===== config.mk =====
export PLATFORM = sky130hd
export DESIGN_NAME = regfile_wb_arbiter
export DESIGN_NICKNAME = d
export VERILOG_FILES = /design/src/rtl/regfile_wb_arbiter.sv
export SDC_FILE = /design/constraint.sdc
export NUM_CORES = 1
export LEC_CHECK = 0
export ABC_AREA = 1
export BUFFER_PORTS_ARGS = -buffer_cell sky130_fd_sc_hd__buf_2
export CAP_MARGIN = 20
export CORE_MARGIN = 2
export CORE_UTILIZATION = 46
export DETAILED_ROUTE_END_ITERATION = 10
export PLACE_DENSITY = 0.77
export SLEW_MARGIN = 20
export SYNTH_ARGS = -nofsm -noshare
export SYNTH_HDL_FRONTEND = slang
export SYNTH_SLANG_ARGS = --single-unit

===== constraint.sdc =====
create_clock -name clk -period 1.2 [get_ports clk]
set_input_delay 0.18 -clock clk [delete_from_list [all_inputs] [get_ports clk]]
set_output_delay 0.18 -clock clk [all_outputs]
set_load 0.01 [all_outputs]

===== src/rtl/regfile_wb_arbiter.sv =====
// Round-robin arbiter sharing the register-file write port between the ALU (s0)
// and load (s1) writeback paths, with a per-register pending-write scoreboard.
module regfile_wb_arbiter #(
  parameter int WORD_SIZE = 16,
  parameter int NUM_REGS  = 4,
  parameter int REG_AW    = 2
) (
  input  logic                 clk,
  input  logic                 reset_n,
  input  logic                 s0_valid,
  input  logic [REG_AW-1:0]    s0_reg,
  input  logic [WORD_SIZE-1:0] s0_data,
  output logic                 s0_ready,
  input  logic                 s1_valid,
  input  logic [REG_AW-1:0]    s1_reg,
  input  logic [WORD_SIZE-1:0] s1_data,
  output logic                 s1_ready,
  input  logic                 issue_valid,
  input  logic [REG_AW-1:0]    issue_reg,
  output logic                 rf_we,
  output logic [REG_AW-1:0]    rf_wreg,
  output logic [WORD_SIZE-1:0] rf_wdata,
  output logic [NUM_REGS-1:0]  busy,
  output logic                 sb_overflow
);

  typedef enum logic [0:0] {PRI0 = 1'b0, PRI1 = 1'b1} pri_t;

  pri_t                       pri_r, pri_nxt_s;
  logic                       grant0_s, grant1_s, xfer_s;
  logic [REG_AW-1:0]          win_reg_s;
  logic [WORD_SIZE-1:0]       win_data_s;
  logic [NUM_REGS-1:0]        inc_s, dec_s, busy_nxt_s, busy_r;
  logic [NUM_REGS-1:0][1:0]   cnt_r, cnt_nxt_s;
  logic                       ovf_nxt_s, ovf_r;
  logic                       rf_we_r;
  logic [REG_AW-1:0]          rf_wreg_r;
  logic [WORD_SIZE-1:0]       rf_wdata_r;

  // Grant selection and priority next-state; ties alternate, lone requests win outright.
  always_comb begin
    grant0_s  = 1'b0;
    grant1_s  = 1'b0;
    pri_nxt_s = pri_r;
    if (!reset_n) begin
      grant0_s = 1'b0;
      grant1_s = 1'b0;
    end else if (s0_valid && s1_valid) begin
      case (pri_r)
        PRI0: begin
          grant0_s  = 1'b1;
          pri_nxt_s = PRI1;
        end
        PRI1: begin
          grant1_s  = 1'b1;
          pri_nxt_s = PRI0;
        end
        default: begin
          grant0_s  = 1'b1;
          pri_nxt_s = PRI1;
        end
      endcase
    end else begin
      grant0_s = s0_valid;
      grant1_s = s1_valid;
    end
  end

  assign s0_ready   = grant0_s;
  assign s1_ready   = grant1_s;
  assign xfer_s     = grant0_s | grant1_s;
  assign win_reg_s  = grant0_s ? s0_reg  : s1_reg;
  assign win_data_s = grant0_s ? s0_data : s1_data;

  // Per-register issue/retire strobes.
  always_comb begin
    inc_s = {NUM_REGS{1'b0}};
    dec_s = {NUM_REGS{1'b0}};
    for (int r = 0; r < NUM_REGS; r++) begin
      inc_s[r] = issue_valid && (issue_reg == REG_AW'(r));
      dec_s[r] = xfer_s && (win_reg_s == REG_AW'(r));
    end
  end

  // Saturating pending counts; a retire to an untracked register is silently ignored.
  always_comb begin
    cnt_nxt_s  = cnt_r;
    busy_nxt_s = {NUM_REGS{1'b0}};
    ovf_nxt_s  = ovf_r;
    for (int r = 0; r < NUM_REGS; r++) begin
      if (inc_s[r] && dec_s[r]) begin
        cnt_nxt_s[r] = cnt_r[r];
      end else if (inc_s[r]) begin
        if (cnt_r[r] == 2'd3) begin
          ovf_nxt_s = 1'b1;
        end else begin
          cnt_nxt_s[r] = cnt_r[r] + 2'd1;
        end
      end else if (dec_s[r] && (cnt_r[r] != 2'd0)) begin
        cnt_nxt_s[r] = cnt_r[r] - 2'd1;
      end else begin
        cnt_nxt_s[r] = cnt_r[r];
      end
      busy_nxt_s[r] = (cnt_nxt_s[r] != 2'd0);
    end
  end

  // State, scoreboard and write-port registers.
  always_ff @(posedge clk) begin
    if (!reset_n) begin
      pri_r      <= PRI0;
      cnt_r      <= {NUM_REGS{2'd0}};
      busy_r     <= {NUM_REGS{1'b0}};
      ovf_r      <= 1'b0;
      rf_we_r    <= 1'b0;
      rf_wreg_r  <= {REG_AW{1'b0}};
      rf_wdata_r <= {WORD_SIZE{1'b0}};
    end else begin
      pri_r   <= pri_nxt_s;
      cnt_r   <= cnt_nxt_s;
      busy_r  <= busy_nxt_s;
      ovf_r   <= ovf_nxt_s;
      rf_we_r <= xfer_s;
      if (xfer_s) begin
        rf_wreg_r  <= win_reg_s;
        rf_wdata_r <= win_data_s;
      end
    end
  end

  assign rf_we       = rf_we_r;
  assign rf_wreg     = rf_wreg_r;
  assign rf_wdata    = rf_wdata_r;
  assign busy        = busy_r;
  assign sb_overflow = ovf_r;

endmodule

==> results.sh <==
export IMPL_crit_type="flip-flop to output pin"
export IMPL_die_h_um=71.4
export IMPL_p_leak_nw=1.75
export IMPL_skew_ns=0.00196
export IMPL_ios=69
export IMPL_crit_cells=6
export IMPL_netlist_area_um2=2090
export IMPL_rsz0062_at_grt="true"
export IMPL_crit_fanout=17
export IMPL_synth_fp_nets=356
export IMPL_ant_nets=0
export IMPL_core_um2=4350
export IMPL_synth_seq_area_share=0.316
export IMPL_synth_largest_area_cell="dfxtp_1"
export IMPL_grt_antenna_before_repair=0
export IMPL_power_density_nw_per_um2=964
export IMPL_arrival_ns=1.32
export IMPL_cp_required_ns=1.02
export IMPL_grt_max_degree=29
export IMPL_maxCapViolCount=0
export IMPL_multi_input_area_um2=1430
export IMPL_avgSynthCellArea_um2=7.04
export IMPL_final_area_um2=3120
export IMPL_register_area_um2=663
export IMPL_endpoint_kind="output pin"
export IMPL_crit_chain="nand3_4, nand2_8, buf_4, buf_8, inv_8, buf_6"
export IMPL_synth_fa_ha_area_frac=0.0958
export IMPL_hold_violations=0
export IMPL_ys_types=27
export IMPL_fin_crit_sh=1.25
export IMPL_maxSlewViolCount=0
export IMPL_reg2reg_to="busy[3]"
export IMPL_initial_utilization=0.480
export IMPL_reg2reg_depth=11
export IMPL_worst_path_largest_cell_delay_ns=0.34
export IMPL_slew_headroom=0.749
export IMPL_grt_usage=0.222
export IMPL_grt_pass1_wl_um=9070
export IMPL_dieArea_um2=5100
export IMPL_n_antenna_cell=0
export IMPL_clk_latency_ns=0.30
export IMPL_rrSetupSlack_ns=-0.30
export IMPL_period_minus_slack_ns=1.50
export IMPL_synthCells=297
export IMPL_cts_hold_buf=0
export IMPL_crit_family="buffers and inverters"
export IMPL_fin_ws_ns=-0.299
export IMPL_grt_overflow_total=0
export IMPL_routed_via_density=4.93
export IMPL_clk_pin_slew_ns=0.07
export IMPL_grt_pass1_vias=2080
export IMPL_r2r_start="pri_r"
export IMPL_synth_top_family_by_area="simple AND/OR/NAND/NOR gates"
export IMPL_failed_checks="negative setup slack"
export IMPL_wire_per_inst_um=12.4
export IMPL_num_rows=24
export IMPL_nNetsFinal=454
export IMPL_die_x_um=71.4
export IMPL_cts_made_buffers=5
export IMPL_cts_root_buf="clkbuf_8"
export IMPL_fmax_mhz=667
export IMPL_synth_compound_area_frac=0.0778
export IMPL_gp_congestion=0.816
export IMPL_ctsHtreeMaxLevel=2
export IMPL_cts_sinks=33
export IMPL_setup_violations_final=33
export IMPL_synth_top_area_frac=0.316
export IMPL_crit_end="s0_ready"
export IMPL_status="complete, but fails checks"
export IMPL_drive_gt1_frac=0.462
export IMPL_vias=2209
export IMPL_tightestPinTransition_ns=0.375
export IMPL_synthSimpleGateAreaFrac=0.382
export IMPL_critPathLaunchType="flip-flop"
export IMPL_layout_area_overhead_vs_synth_pct=49.3
export IMPL_n_fill_cell=311
export IMPL_synth_xor_area_frac=0
export IMPL_hold_path_class="input pin to flip-flop"
export IMPL_synth_area_leaders="dfxtp_1 (32%), nand2_1 (15%), nand3_1 (10%)"
export IMPL_irDropWorstVdd_mv=0.657
export IMPL_muxShareOfSynthArea=0
export IMPL_drt_iter0_markers=73
export IMPL_timing_hold_ws_ns=0.201
export IMPL_clockBufferDepth=2
export IMPL_io_buffers=68
export IMPL_place_ws_ns=-0.312
export IMPL_synth_seq_cells=33
export IMPL_cpMaxStageDelayCell="dfxtp_2"
export IMPL_cp_num_buf_inv=4
export IMPL_yosys_warnings=0
export IMPL_cts_tree="built"
export IMPL_critPathLaunch="pri_r"
export IMPL_drt_wl_total_um=5560
export IMPL_dpl_hpwl_um=3460
export IMPL_place_area_um2=2630
export IMPL_fin_cells=448
export IMPL_numPlacedInstances=430
export IMPL_drtPass1Iterations=4
export IMPL_drc=0
[cell usage in the layout (no fill, tap or decap), drive strengths merged]
| master | instances |
|---|---|
| buf | 101 |
| nand2 | 92 |
| inv | 56 |
| nand3 | 48 |
| dfxtp | 33 |
| o211ai | 18 |
| ha | 16 |
| nor2 | 10 |
| nand3b | 5 |
| clkbuf | 5 |
| clkinv | 3 |
| a21oi | 2 |
| nor3 | 2 |
| o21ai | 2 |
| or2 | 1 |
| nand4 | 1 |
| clkinvlp | 1 |
[power by group]
group	leakage [nW]	switching [mW]	internal, mW
logic	1.43	0.509	0.399
registers	0.274	0.0463	1.19
clock network	0.0439	0.461	0.400
total	1.75	1.02	1.99
[metrics by stage]
| stage | TNS, ns | utilization | power [mW] |
|---|---|---|---|
| 2_1_floorplan | -1.28 | - | 1.71 |
| 3_3_place_gp | -4.97 | 0.603 | 1.97 |
| 3_5_place_dp | -5.79 | 0.603 | 1.99 |
| 4_1_cts | -4.77 | 0.699 | 2.96 |
| 5_1_grt | -10.07 | 0.717 | 3.18 |
| 6_report | -7.55 | 0.717 | 3.01 |
[cell families (layout without fill, tap and decap cells)]
logic type,Yosys count,in the layout
and+or+nand+nor,159,159
DFF,33,33
buffers and inverters,67,166
AOI/OAI and AO/OA,22,22
adders and majority gates,16,16
[per-layer routing]
layer	GRT usage	vias to the layer above	share of wire
met1	0.276	979	0.42
met5	0	-	0
met4	0.0692	0	0.013
li1	-	1127	-
met2	0.379	95	0.49
met3	0.0549	8	0.083
[state kept, by name, summed over array words and instances, names as in the netlist]
name         cells
rf_wdata        16
sb_overflow      1
pri_r            1
busy             4
rf_wreg          2
cnt_r            8
rf_we            1
[cell type report]
| class | instances | area share |
|---|---|---|
| timing repair buffer | 101 | 0.210 |
| clock buffer | 5 | 0.0220 |
| clock inverter | 3 | 0.00561 |
| inverter | 57 | 0.0713 |
| sequential | 33 | 0.212 |
| multi-input combinational | 197 | 0.457 |
| tap | 52 | 0.0208 |
[how the worst min path moves through the flow]
stage / cells past startpoint / to / startpoint / slack, ns
global placement: 2 / rf_wdata[3] / rf_wdata[3] / 0.48
detailed placement: 2 / rf_wdata[0] / rf_wdata[0] / 0.48
CTS: 5 / rf_wdata[1] / s1_data[1] / 0.20
finish: 5 / rf_wdata[2] / s1_data[2] / 0.20
global route: 5 / rf_wdata[4] / s1_data[4] / 0.22
floorplan: 2 / pri_r / s1_valid / 0.33
[cell usage after synthesis, drive strengths merged]
master	instances
a21oi	2
buf	9
clkbuf	1
clkinv	1
dfxtp	33
ha	16
inv	56
nand2	92
nand3	48
nand3b	5
nand4	1
nor2	10
nor3	2
o211ai	18
o21ai	2
or2	1
[what timing repair did]
item	4_1_cts	5_1_grt
setup buffers	6	3
gates resized for setup	60	14
setup endpoints to repair	32	33
pin swaps	26	10
cloned	1	0
[worst reg2reg max path: stages (launching register included)]
cell,delay [ns]
dfxtp_2,0.36
nand3_4,0.13
nand2_8,0.14
buf_6,0.11
o21ai_4,0.07
nor2_4,0.20
nand3_1,0.13
nand2_1,0.09
inv_1,0.04
nand2_1,0.05
nand2_1,0.06
nand2_1,0.07
Power figures use the tool's default switching activity.
